File: config.mk
export PLATFORM = sky130hd
export DESIGN_NAME = flash_fetch_cache
export DESIGN_NICKNAME = d
export VERILOG_FILES = /design/src/rtl/flash_fetch_cache.sv
export SDC_FILE = /design/constraint.sdc
export NUM_CORES = 1
export LEC_CHECK = 0
export BUFFER_PORTS_ARGS = -buffer_cell sky130_fd_sc_hd__buf_2
export CORE_MARGIN = 3
export CORE_UTILIZATION = 56
export CTS_CLUSTER_DIAMETER = 80
export DETAILED_ROUTE_END_ITERATION = 7
export PLACE_DENSITY = 0.87
export SLEW_MARGIN = 20
export SYNTH_ARGS = -nofsm -noshare
export SYNTH_HDL_FRONTEND = slang
export SYNTH_SLANG_ARGS = --single-unit
File: constraint.sdc
create_clock -name clk -period 5.2 [get_ports clk]
set_clock_uncertainty 0.15 [all_clocks]
set_input_delay 0.26 -clock clk [delete_from_list [all_inputs] [get_ports clk]]
set_output_delay 0.26 -clock clk [all_outputs]
set_load 0.02 [all_outputs]
File: src/rtl/flash_fetch_cache.sv
// flash_fetch_cache
//   Direct-mapped, read-only, one-word-per-line cache between the CPU read port and the
//   SPI flash controller. Hits return data the cycle after the strobe without raising
//   mem_rbusy. Misses issue a single flash read, wait for it, fill the line and return
//   the word.
//
// Parameters
//   INDEX_BITS          index width (1..8), 2^INDEX_BITS lines, tag is 15-INDEX_BITS bits
//
// Ports
//   clk, reset          system clock, asynchronous active-high reset
//   mem_rstrb           CPU read strobe (one-cycle pulse)
//   mem_word_address    CPU word address, sampled with mem_rstrb
//   mem_rdata           read data, valid while mem_rbusy=0 after a strobe
//   mem_rbusy           high while a miss is outstanding
//   flash_rstrb         read strobe to the flash controller
//   flash_word_address  word address to the flash controller
//   flash_rdata         word returned by the flash controller
//   flash_rbusy         flash controller busy
//   flush               synchronous invalidate of all lines
//   hit_count,
//   miss_count          saturating strobe counters (only with FLASH_CACHE_STATS_EN)
//
// Configuration
//   FLASH_CACHE_STATS_EN  when defined, adds the hit_count/miss_count outputs.

module flash_fetch_cache #(
   parameter int unsigned INDEX_BITS = 4
) (
   input  logic        clk,
   input  logic        reset,
   input  logic        mem_rstrb,
   input  logic [14:0] mem_word_address,
   output logic [31:0] mem_rdata,
   output logic        mem_rbusy,
   output logic        flash_rstrb,
   output logic [14:0] flash_word_address,
   input  logic [31:0] flash_rdata,
   input  logic        flash_rbusy,
   input  logic        flush
`ifdef FLASH_CACHE_STATS_EN
   ,
   output logic [15:0] hit_count,
   output logic [15:0] miss_count
`endif
);

   localparam int unsigned TagBits = 15 - INDEX_BITS;
   localparam int unsigned Lines   = 2 ** INDEX_BITS;

   typedef enum logic [2:0] {
      StIdle,
      StReq,
      StArm,
      StWait,
      StFill
   } state_e;

   state_e state_q, state_d;

   logic [Lines-1:0]   valid_q;
   logic [TagBits-1:0] tag_mem  [Lines];
   logic [31:0]        data_mem [Lines];

   logic [14:0] addr_q;
   logic [31:0] rdata_q;
   logic        flush_pend_q;

   logic [INDEX_BITS-1:0] req_idx;
   logic [TagBits-1:0]    req_tag;
   logic [INDEX_BITS-1:0] fill_idx;
   logic [TagBits-1:0]    fill_tag;
   logic                  accept;
   logic                  hit;

   assign req_idx  = mem_word_address[INDEX_BITS-1:0];
   assign req_tag  = mem_word_address[14:INDEX_BITS];
   assign fill_idx = addr_q[INDEX_BITS-1:0];
   assign fill_tag = addr_q[14:INDEX_BITS];

   assign accept = (state_q == StIdle) && mem_rstrb;
   // A strobe coinciding with flush must not hit on a line that is being invalidated.
   assign hit    = valid_q[req_idx] && (tag_mem[req_idx] == req_tag) && !flush;

   // ---------------------------------------------------------------------------------------
   // FSM
   // ---------------------------------------------------------------------------------------
   always_ff @(posedge clk or posedge reset) begin
      if (reset) begin
         state_q <= StIdle;
      end else begin
         state_q <= state_d;
      end
   end

   always_comb begin
      state_d     = state_q;
      flash_rstrb = 1'b0;
      mem_rbusy   = 1'b1;
      unique case (state_q)
         StIdle: begin
            mem_rbusy = 1'b0;
            if (accept && !hit) begin
               state_d = StReq;
            end
         end
         StReq: begin
            flash_rstrb = 1'b1;
            state_d     = StArm;
         end
         // The controller raises flash_rbusy only after it has seen the strobe, so its
         // value here is stale.
         StArm: begin
            state_d = StWait;
         end
         StWait: begin
            if (!flash_rbusy) begin
               state_d = StFill;
            end
         end
         StFill: begin
            state_d = StIdle;
         end
         default: begin
            state_d = StIdle;
         end
      endcase
   end

   // ---------------------------------------------------------------------------------------
   // Valid bits and deferred flush
   // ---------------------------------------------------------------------------------------
   always_ff @(posedge clk or posedge reset) begin
      if (reset) begin
         valid_q      <= '0;
         flush_pend_q <= 1'b0;
      end else begin
         if (state_q == StIdle) begin
            if (flush) begin
               valid_q <= '0;
            end
         end else if (state_q == StFill) begin
            // A flush seen during the miss wins over the line just filled.
            if (flush_pend_q || flush) begin
               valid_q <= '0;
            end else begin
               valid_q[fill_idx] <= 1'b1;
            end
            flush_pend_q <= 1'b0;
         end else if (flush) begin
            flush_pend_q <= 1'b1;
         end
      end
   end

   // Tag and data storage need no reset: a line is only read when its valid bit is set.
   always_ff @(posedge clk) begin
      if (state_q == StFill) begin
         tag_mem[fill_idx]  <= fill_tag;
         data_mem[fill_idx] <= flash_rdata;
      end
   end

   // ---------------------------------------------------------------------------------------
   // Address latch and read data
   // ---------------------------------------------------------------------------------------
   always_ff @(posedge clk or posedge reset) begin
      if (reset) begin
         addr_q  <= '0;
         rdata_q <= '0;
      end else begin
         if (accept) begin
            addr_q <= mem_word_address;
         end
         if (accept && hit) begin
            rdata_q <= data_mem[req_idx];
         end else if (state_q == StFill) begin
            rdata_q <= flash_rdata;
         end
      end
   end

   assign mem_rdata          = rdata_q;
   assign flash_word_address = addr_q;

`ifdef FLASH_CACHE_STATS_EN
   // ---------------------------------------------------------------------------------------
   // Saturating hit/miss counters; flush clears them and takes priority over counting.
   // ---------------------------------------------------------------------------------------
   logic [15:0] hit_cnt_q;
   logic [15:0] miss_cnt_q;

   always_ff @(posedge clk or posedge reset) begin
      if (reset) begin
         hit_cnt_q  <= '0;
         miss_cnt_q <= '0;
      end else if (flush) begin
         hit_cnt_q  <= '0;
         miss_cnt_q <= '0;
      end else if (accept) begin
         if (hit) begin
            if (hit_cnt_q != 16'hFFFF) begin
               hit_cnt_q <= hit_cnt_q + 16'd1;
            end
         end else if (miss_cnt_q != 16'hFFFF) begin
            miss_cnt_q <= miss_cnt_q + 16'd1;
         end
      end
   end

   assign hit_count  = hit_cnt_q;
   assign miss_count = miss_cnt_q;
`endif

endmodule

Yosys cells after proc, flatten, opt, wreduce, memory -nomap -nowiden
Memory sizes are Yosys's and may differ from the RTL's.
Index checks and enable logic that the tools add are counted.
{ "word_totals": {"mem_bits_rw": 688, "in_bits": 52, "word_cells": 55, "regBits": 67, "out_inout_bits": 49, "memories": 2} }
{ "mem_list": {"columns": ["memory", "depth", "width", "read_ports", "rd_clocked_by_memory_dff", "write_ports", "line_no", "source"], "rows": [
  ["data_mem", 16, 32, 1, 0, 1, "63", "logic [31:0] data_mem [Lines];"],
  ["tag_mem", 16, 11, 1, 0, 1, "62", "logic [TagBits-1:0] tag_mem [Lines];"]
]} }
{ "classes": {"n_reduce_logical": 16, "muxes": 19, "magnitude_cmp": 3, "bitwise_logic": 2, "eq_ne": 8} }
{ "op_table": {"columns": ["op", "n"], "rows": [
  ["2-to-1 mux 16 bit", 4],
  ["2-to-1 mux 32 bit", 2],
  ["OR 16 bit", 1],
  ["one-hot mux 3 bit (4 select lines)", 1],
  ["equality test 11 bit", 1],
  ["< comparator 4 x 5 -> 1 bit (second input constant)", 2],
  ["2-to-1 mux 1 bit", 8],
  ["equality test 3 x 2 -> 1 bit (second input constant)", 2],
  ["logical AND 1 bit", 6],
  ["2-to-1 mux 3 bit", 2],
  ["AND reduction 2 bit", 3],
  ["nonzero test 2 bit", 3],
  ["binary-select mux 1 bit (select 4 bit)", 1],
  ["demux 1 bit (select 4 bit)", 1],
  ["greater-or-equal comparator 4 x 1 -> 1 bit (second input constant)", 1],
  ["!= test 2 bit (second input constant)", 2],
  ["equality test 3 x 1 -> 1 bit (second input constant)", 1],
  ["equality test 3 bit (second input constant)", 1],
  ["logical NOT 3 bit", 1],
  ["logical NOT 1 bit", 2],
  ["!= test 2 x 1 -> 1 bit (second input constant)", 1],
  ["logical OR 1 bit", 1],
  ["inverter 1 bit", 1]
]} }

Longest topological paths before layout
Gate-level depths: netlist of the first run.
{ "logic_depth": {"ltp_word": 8, "depth_mapped": 13, "depth_no_buf": 7} }

Worst setup path after synthesis of the first run
Ideal clock, no wire load.
{ "synth_timing": {"path_kind": "register -> register", "startpoint": "register state_q[0]", "endpoint": "memory data_mem[3][0], enable pin", "n_path_buf": 1, "path_stages_with_launch": 7, "period_less_slack_ns": 5.303, "required_ns": 4.553, "setup_slack_ns": -0.103, "arrival_ns": 4.657, "setup_ns": 0.497, "path_cell_list": "dfrtp_1 -> nor2_1 -> inv_1 -> nor2_1 -> clkbuf_1 -> nand3_1 -> nor3_1"} }
{ "synth_via": {"elab_chain_len": 3} }
{ "synth_rtl": {"columns": ["item", "line_no", "source"], "rows": [
  ["start: declaration", "59", "state_e state_q, state_d;"],
  ["start signal: assignment", "90", "state_q <= StIdle;"],
  ["start signal: assignment", "92", "state_q <= state_d;"],
  ["equality test 3 bit", "158", "if (state_q == StFill) begin"],
  ["2-to-1 mux 1 bit", "158", null],
  ["2-to-1 mux 1 bit (implied by the code)", "160", "data_mem[fill_idx] <= flash_rdata;"],
  ["end: declaration", "63", null]
]} }
No other way between the ends.

Worst setup path after layout of the first run
{ "layout_timing": {"startpoint": "memory tag_mem[14][1] (netlist bit)", "endpoint": "register rdata_q[13], in the netlist mem_rdata[13]"} }
{ "layout_via": {"elab_chain_len": 6, "elab_cells_between_ends": 7, "classes_between": "eq/ne (1); mux (1); reduce/logical (4); memory (1)"} }
{ "layout_rtl": {"columns": ["item", "line_no", "source"], "rows": [
  ["start: declaration", "62", null],
  ["memory (16 x 11 bit) *", null, null],
  ["equality test 11 bit *", "83", "assign hit = valid_q[req_idx] && (tag_mem[req_idx] == req_tag) && !flush;"],
  ["logical AND 1 bit * (2 in a row)", "83", null],
  ["logical AND 1 bit *", "175", "if (accept && hit) begin"],
  ["2-to-1 mux 32 bit / nonzero test 2 bit (equally long branches)", null, null],
  ["end signal: assignment", "176", "rdata_q <= data_mem[req_idx];"],
  ["end signal: assignment", "178", "rdata_q <= flash_rdata;"],
  ["end: declaration", "66", "logic [31:0] rdata_q;"]
]} }
Every way passes the cells marked *; elsewhere a longest branch is shown, timed or not.
A chain may end at the register's enable or synchronous reset.

==> summary.txt, run 1 <==
WL final = 69100 µm
Vias = 14.7k
Total clock sinks = 755
Post-synth top flop = edfxtp_1
Max Slew Vio Count = 0
Fin Setup TNS = 0 ns
HP Class = primary input to flip-flop
Fillers = 3124
Total global routing track utilization = 0.254
Max-slew headroom = 0.249
Peak supply drop = 0.234 mV
Syn Std Cell Area = 29500 µm²
Post-CTS resize count = 0
Share of layout cells above drive strength 1 = 0.345
Antenna violations before repair = 5
Fin crit period = 3.74 ns
Syn-to-layout area delta = 14.6%
Final HPWL DP = 34600 µm
Setup Viol. Count Final = 0
Final Cycle Share = 0.718
TritonCTS clock tree = yes
GPL Wtd Cong = 0.787
Synth Area in Adders = 0
Synth Register Bits = 755
Synth Instances = 1308
Antenna violation net count after detailed routing = 0
Worst-path clk slew = 0.06 ns
RSZ-0062 raised after global routing = no
Simple-gate area share of the yosys netlist = 0.0191
Max-Cap Viols = 0
Ys async rst share = 0.0887
Final hold vios = 0
Most frequent cells in the layout = 688 x edfxtp_1, 190 x mux4_2, 97 x buf_2, 73 x clkbuf_16, 67 x dfrtp_1
EDFF count, synth = 688
Crit-path max FO = 25
Initial core utilization = 0.571
Core region area = 51700 µm²
Crit start category = flip-flop
Fmax = 268 MHz
Worst slew pin tran = 1.13 ns
Avg WL per Cell = 30.9 µm
DR vias/cell = 6.57
Worst setup path class = flip-flop to flip-flop
Post-synthesis compound-gate area fraction = 0.00949
Worst setup margin = 1.46 ns
Die Ht = 236 µm
Fin nets = 1546
Ys Warns = 0
Via count of the first global-routing pass = 15.6k
Buffer depth of the longest clock path = 3
Critical Path End Type = flip-flop
H-tree depth = 3
Die area = 55600 µm²
DR iter-0 viols = 1828
Port bufs = 100
Clock Latency Late Sink = 0.61 ns
Syn avg cell area = 22.6 µm²
TritonRoute pass-1 iters = 5
IO Pins = 101
Most common cell after layout, fill and taps aside = edfxtp_1
Worst hold slack = 0.127 ns
Place WS = 0.878 ns
Largest net degree at the start of global routing = 79
Status = completed
Seq/Total Area, Yosys = 0.756
Synth Area in XOR/XNOR = 0.00504
Crit path required time = 5.52 ns
Residual DRC = 0
Power Dens Cells = 425 nW/µm²
LEAKAGE = 11.3 nW
Row cnt = 83
Netlist cell types = 45
Mux cell area share after synthesis = 0.197
Global-route wire length before repair = 103000 µm
Largest family of logic cells by synthesized area = multiplexers
Synth Net Count = 1360
Worst EP arrival = 4.06 ns
Die width = 236 µm
Global route overflow = 0
Root Buffer Master = clkbuf_16
Num CTS Buffers = 73
[synthesized netlist by cell type (7+ instances only)]
cell type	count	area (µm²)
mux4_2	190	4280
edfxtp_1	688	20700
nand3_1	7	35.0
buf_1	10	37.5
nand2_1	20	75.1
mux4_1	7	184
dfrtp_1	67	1680
mux2_4	30	450
buf_2	17	85.1
xnor2_1	13	114
o21ai_0	11	55.1
mux2i_1	26	260
nor2b_1	12	75.1
clkbuf_1	28	105
a21oi_1	8	40.0
mux2_2	58	653
nand2b_1	10	62.6
nor2_1	36	135
[sequential cells by signal (all words and copies together), names as in the netlist]
| signal | cells |
|---|---|
| data_mem | 512 |
| flash_word_address | 15 |
| flush_pend_q | 1 |
| mem_rdata | 32 |
| state_q | 3 |
| tag_mem | 176 |
| valid_q | 16 |
[worst max-delay path, stage by stage (launching register included)]
cell and delay [ns]:
edfxtp_1 0.39, mux4_2 0.48, mux4_2 0.48, xnor2_1 0.28, o211ai_1 0.20, or4b_2 0.96, buf_12 0.31, mux2_4 0.32
[cell families after synthesis]
logic type                Yosys count
DFF                               755
muxes                             311
and+or+nand+nor                   111
buffers and inverters              71
AOI/OAI and AO/OA                  43
xor gates and xnor gates           17
[through the flow]
stage          utilization  instance area [µm²]  cells  total power [mW]
6_report             0.655                33900   2235              14.4
5_1_grt              0.654                33800   2234              14.8
4_1_cts              0.654                33800   2234              14.4
3_5_place_dp         0.600                31000   2052              9.20
3_3_place_gp         0.600                31000   2052              9.11
2_1_floorplan            -                29600   1308              8.52
[timing repair]
item | 4_1_cts | 5_1_grt
setup buffers | 0 | 0
hold endpoints to repair | 569 | 0
hold buffers | 47 | 0
[area by class of cell]
| cell class | instances | area, µm² | area share |
|---|---|---|---|
| clock inverter | 37 | 349 | 0.0103 |
| multi-input combinational | 482 | 6960 | 0.206 |
| sequential | 755 | 22300 | 0.660 |
| antenna | 1 | 2.50 | 0.0000739 |
| timing repair buffer | 178 | 1320 | 0.0391 |
| tap | 680 | 851 | 0.0251 |
| clock buffer | 98 | 2010 | 0.0594 |
| inverter | 4 | 16.3 | 0.000481 |
[power by group]
part	switching [mW]	internal, mW	total [mW]
Sequential	0.448	7.09	7.54
Combinational	0.885	0.735	1.62
Clock	2.24	2.99	5.23
Total	3.57	10.8	14.4
[final timing paths]
check / depth (start not counted) / slack [ns] / endpoint / start
max in group asynchronous: 4 / 3.63 / mem_rdata[26] / reset
min in group asynchronous: 3 / 0.17 / valid_q[2] / reset
min: 2 / 0.13 / flash_word_address[1] / mem_word_address[1]
max reg2reg: 7 / 1.46 / mem_rdata[13] / tag_mem[14][1]
min reg2reg: 2 / 0.34 / valid_q[12] / valid_q[12]
max: 7 / 1.46 / mem_rdata[13] / tag_mem[14][1]
[routing by layer]
layer	track usage	routed length, µm
met5	0	56
met4	0.0970	2280
met3	0.0477	6530
met2	0.425	35600
met1	0.336	24600
No activity file was read; power rests on OpenSTA's default activity.
==> inputs of run 2 (changes only) <==
- clock period: 5.2 -> 3 ns (I/O delays scaled with it)
==> summary.txt, run 2 (synthesis results as in run 1) <==
Initial core utilization = 0.571
Final Cycle Share = 1.10
Power Dens Cells = 734 nW/µm²
Num CTS Buffers = 74
Most frequent cells in the layout = 688 x edfxtp_1, 192 x mux4_2, 97 x buf_2, 76 x clkbuf_16
Largest net degree at the start of global routing = 72
Setup Viol. Count Final = 32
Most common cell after layout, fill and taps aside = edfxtp_1
Place WS = -0.431 ns
Worst EP arrival = 3.64 ns
Routing usage on met1 = 0.359
Largest register by flop count = data_mem
Total clock sinks = 755
Fin crit period = 3.29 ns
Antenna violations before repair = 2
Die width = 236 µm
Via count of the first global-routing pass = 16.2k
Global Route met3 Usage = 0.0556
Core region area = 51700 µm²
GPL Wtd Cong = 0.830
Worst path slowest cell = or4b_4
Worst setup path class = flip-flop to flip-flop
Critical Path End Type = flip-flop
Final hold vios = 0
IO Pins = 101
Residual DRC = 0
Fmax = 304 MHz
Fillers = 2954
CP peak stage delay = 0.67 ns
Die Ht = 236 µm
Final HPWL DP = 38500 µm
HP Class = primary input to flip-flop
H-tree depth = 3
Total global routing track utilization = 0.274
Syn-to-layout area delta = 17.3%
Worst setup margin = -0.291 ns
Die area = 55600 µm²
Fin nets = 1612
Antenna violation net count after detailed routing = 0
Crit path max-delay family = multiplexers
Crit-path max FO = 8
Global-route wire length before repair = 110000 µm
Final instance area = 34700 µm²
Crit path required time = 3.35 ns
Peak supply drop = 0.496 mV
Max-slew headroom = 0.216
TritonCTS clock tree = yes
Avg WL per Cell = 33.7 µm
Worst slew pin tran = 1.18 ns
Buffer depth of the longest clock path = 3
Status = complete, but fails checks
TritonRoute pass-1 iters = 5
Busiest grt layer = met2
Clock Latency Late Sink = 0.62 ns
Share of layout cells above drive strength 1 = 0.371
Port bufs = 100
DR vias/cell = 6.71
DR iter-0 viols = 2325
Worst-path clk slew = 0.07 ns
LEAKAGE = 11.7 nW
Max reg flops = 512
Worst-path cell chain = mux4_2, mux4_2, xnor2_1, o31ai_1, or4b_4, clkbuf_16, mux2_4
Max Slew Vio Count = 0
RSZ-0062 raised after global routing = yes
CP most frequent cell = mux4_2
Failing checks = setup timing
M2 GR Usage = 0.455
Placed cell areas = 31600 µm²
Global route overflow = 0
Max-Cap Viols = 0
Row cnt = 83
WL final = 77500 µm
Vias = 15.4k
Crit start category = flip-flop
Root Buffer Master = clkbuf_16
Critical path buffer and inverter count = 1
[run 2: changes by cell type in the layout (fill, tap and decap cells not counted), moves of 3 or more]
| cell | change |
|---|---|
| buf_4 | +43 |
| buf_12 | +15 |
| clkinv_1 | +10 |
| clkbuf_1 | -6 |
| clkbuf_8 | -4 |
| dlygate4sd3_1 | +4 |
| inv_16 | +4 |
| inv_6 | -4 |
| clkbuf_16 | +3 |
[run 2: cell type report]
type / count / area [µm²] / share of cell area
timing repair buffer: 243 / 2060 / 0.0595
multi-input combinational: 482 / 6990 / 0.202
tap: 680 / 851 / 0.0245
clock inverter: 47 / 450 / 0.0130
clock buffer: 89 / 1960 / 0.0565
sequential: 755 / 22300 / 0.644
antenna: 2 / 5.00 / 0.000144
inverter: 4 / 16.3 / 0.000469
[run 2: final timing paths]
path	startpoint	end	slack (ns)	cells after the start
worst max-delay path	tag_mem[13][3]	mem_rdata[31]	-0.29	7
worst min-delay path	mem_word_address[3]	flash_word_address[3]	0.18	3
worst max register to register	tag_mem[13][3]	mem_rdata[31]	-0.29	7
worst min register to register	valid_q[15]	valid_q[15]	0.34	2
max in group asynchronous	reset	mem_rdata[18]	1.28	5
min in group asynchronous	reset	valid_q[1]	0.58	4
[run 2: worst reg2reg max path, cell delays in order, from the launching register on]
cell and delay, ns:
edfxtp_1 0.42, mux4_2 0.52, mux4_2 0.53, xnor2_1 0.19
o31ai_1 0.12, or4b_4 0.67, clkbuf_16 0.26, mux2_4 0.31
[run 2: where the power goes]
part,switching [mW],internal [mW],total (mW)
combinational,1.65,1.35,3.00
clock,4.10,5.24,9.34
sequential,0.828,12.3,13.1
[run 2: metal layers]
layer | vias up | wire length [µm]
li1 | 5981 | -
met1 | 8041 | 26600
met2 | 1209 | 39700
met3 | 212 | 8290
met4 | 0 | 2930
met5 | - | 0
[run 2: repair_timing]
action,in CTS,in global routing
cloned,1,2
gates resized for setup,3,4
hold endpoints to repair,620,0
buffers inserted,0,1
hold buffers,51,0
setup endpoints to repair,32,32
pin swaps,1,5
[run 2: metrics by stage]
step	util	total power [mW]	TNS, ns	instances	hold WS (ns)
2_1_floorplan	-	14.8	-2.66	1308	0.0989
3_3_place_gp	0.612	15.9	-10.77	2109	0.0711
3_5_place_dp	0.612	16.1	-13.36	2109	0.0846
4_1_cts	0.669	25.4	-7.44	2297	0.152
5_1_grt	0.670	26.1	-10.05	2302	0.164
6_report	0.670	25.4	-8.27	2302	0.181
==> inputs of run 3 (changes only) <==
- SETUP_SLACK_MARGIN: not set -> 0.3
==> summary.txt, run 3 (synthesis results as in run 1) <==
Power Dens Cells = 721 nW/µm²
Place WS = -0.577 ns
Syn-to-layout area delta = 16.6%
Worst-path clk slew = 0.07 ns
GPL Wtd Cong = 0.812
Max-slew headroom = 0.410
Die Ht = 236 µm
Most frequent cells in the layout = 688 x edfxtp_1, 192 x mux4_2, 97 x buf_2, 80 x buf_4, 78 x clkbuf_16
Worst setup path class = flip-flop to flip-flop
Setup Viol. Count Final = 32
Seq pwr share = 0.527
DR iter-0 viols = 1954
Largest register by flop count = data_mem
Max reg flops = 512
Fmax = 302 MHz
Residual DRC = 0
Total global routing track utilization = 0.269
Die area = 55600 µm²
Final hold vios = 0
Worst setup margin = -0.314 ns
Final Cycle Share = 1.10
Num CTS Buffers = 72
H-tree depth = 3
Core region area = 51700 µm²
R2R cell count = 7
Max Slew Vio Count = 0
Switching share of total power = 0.251
Worst hold slack = 0.0697 ns
Switch Pwr = 6.23 mW
Max-Cap Viols = 0
Avg WL per Cell = 32.2 µm
Crit start category = flip-flop
Fillers = 3085
Root Buffer Master = clkbuf_16
Crit path required time = 3.33 ns
Die width = 236 µm
Largest net degree at the start of global routing = 57
Fin crit period = 3.31 ns
Worst slew pin tran = 0.885 ns
Via count of the first global-routing pass = 16.1k
Final core occ = 0.666
DR vias/cell = 6.60
Status = complete, but fails checks
HP Class = primary input to async pin
R2r endpoint = mem_rdata[17]
TritonCTS clock tree = yes
Int Power = 18.6 mW
Port bufs = 100
Power Total = 24.8 mW
Critical Path End Type = flip-flop
Global route overflow = 0
Peak supply drop = 0.703 mV
Reg-to-Reg Start = tag_mem[10][1]
Fin Setup TNS = -9.21 ns
RSZ-0062 raised after global routing = yes
WL final = 74100 µm
Clk network pwr share = 0.355
Total clock sinks = 755
Antenna violations before repair = 3
TritonRoute pass-1 iters = 6
Reg2reg setup slack = -0.31 ns
Share of layout cells above drive strength 1 = 0.374
Comb pwr share = 0.119
IO Pins = 101
Row cnt = 83
Global-route wire length before repair = 108000 µm
Crit-path max FO = 8
Clock Latency Late Sink = 0.62 ns
Worst EP arrival = 3.65 ns
Final HPWL DP = 38500 µm
LEAKAGE = 11.6 nW
Initial core utilization = 0.571
Fin nets = 1611
Vias = 15.2k
Buffer depth of the longest clock path = 3
Most common cell after layout, fill and taps aside = edfxtp_1
Antenna violation net count after detailed routing = 0
Failing checks = setup timing
-- run 3: through the flow --
stage / instance area (µm²) / cells
6_report: 34400 / 2299
5_1_grt: 34400 / 2298
4_1_cts: 34300 / 2294
3_5_place_dp: 31500 / 2113
3_3_place_gp: 31500 / 2113
2_1_floorplan: 29700 / 1308
-- run 3: final cells by class --
type	instances	area, µm²	share of cell area
sequential	755	22300	0.648
multi-input combinational	482	7050	0.205
clock buffer	103	2050	0.0596
timing repair buffer	244	1920	0.0559
tap	680	851	0.0247
clock inverter	29	214	0.00621
inverter	4	16.3	0.000472
antenna	2	5.00	0.000145
-- run 3: power groups by stage --
stage	Sequential [mW]	Combinational [mW]	Clock, mW
final	13.1	2.95	8.80
after CTS	13.0	2.96	8.88
after detailed placement	13.2	2.84	0
after floorplan	13.3	1.58	0
after global placement	13.2	2.72	0
after global routing	13.1	3.12	9.30
-- run 3: repair_timing --
item / in CTS / in global routing
setup buffers: 0 / 1
pin swaps: 1 / 4
hold endpoints to repair: 588 / 0
gates resized for setup: 6 / 12
endpoints found under the setup margin: 33 / 114
cloned: 1 / 2
hold buffers: 48 / 0
-- run 3: worst max-delay path by stage --
stage / startpoint / end / slack [ns]
finish: tag_mem[10][1] / mem_rdata[17] / -0.31
global route: tag_mem[10][1] / mem_rdata[12] / -0.35
CTS: tag_mem[13][8] / mem_rdata[16] / -0.34
detailed placement: tag_mem[13][8] / mem_rdata[24] / -0.58
global placement: mem_word_address[2] / mem_rdata[27] / -0.36
floorplan: flash_word_address[3] / data_mem[13][0] / -0.02
-- run 3: layer usage --
layer / up-vias / share of wire / GRT usage
met1: 7895 / 0.34 / 0.340
li1: 5972 / - / -
met2: 1088 / 0.52 / 0.454
met4: 2 / 0.038 / 0.112
met5: - / 0.00018 / 0
met3: 216 / 0.098 / 0.0600
-- run 3: critical path, cell delays in order (launching register included) --
cell and delay, ns:
edfxtp_1 0.41, mux4_2 0.52, mux4_2 0.52, xnor2_2 0.19, o211ai_1 0.18, or4b_4 0.64
clkbuf_16 0.25, mux2_4 0.31
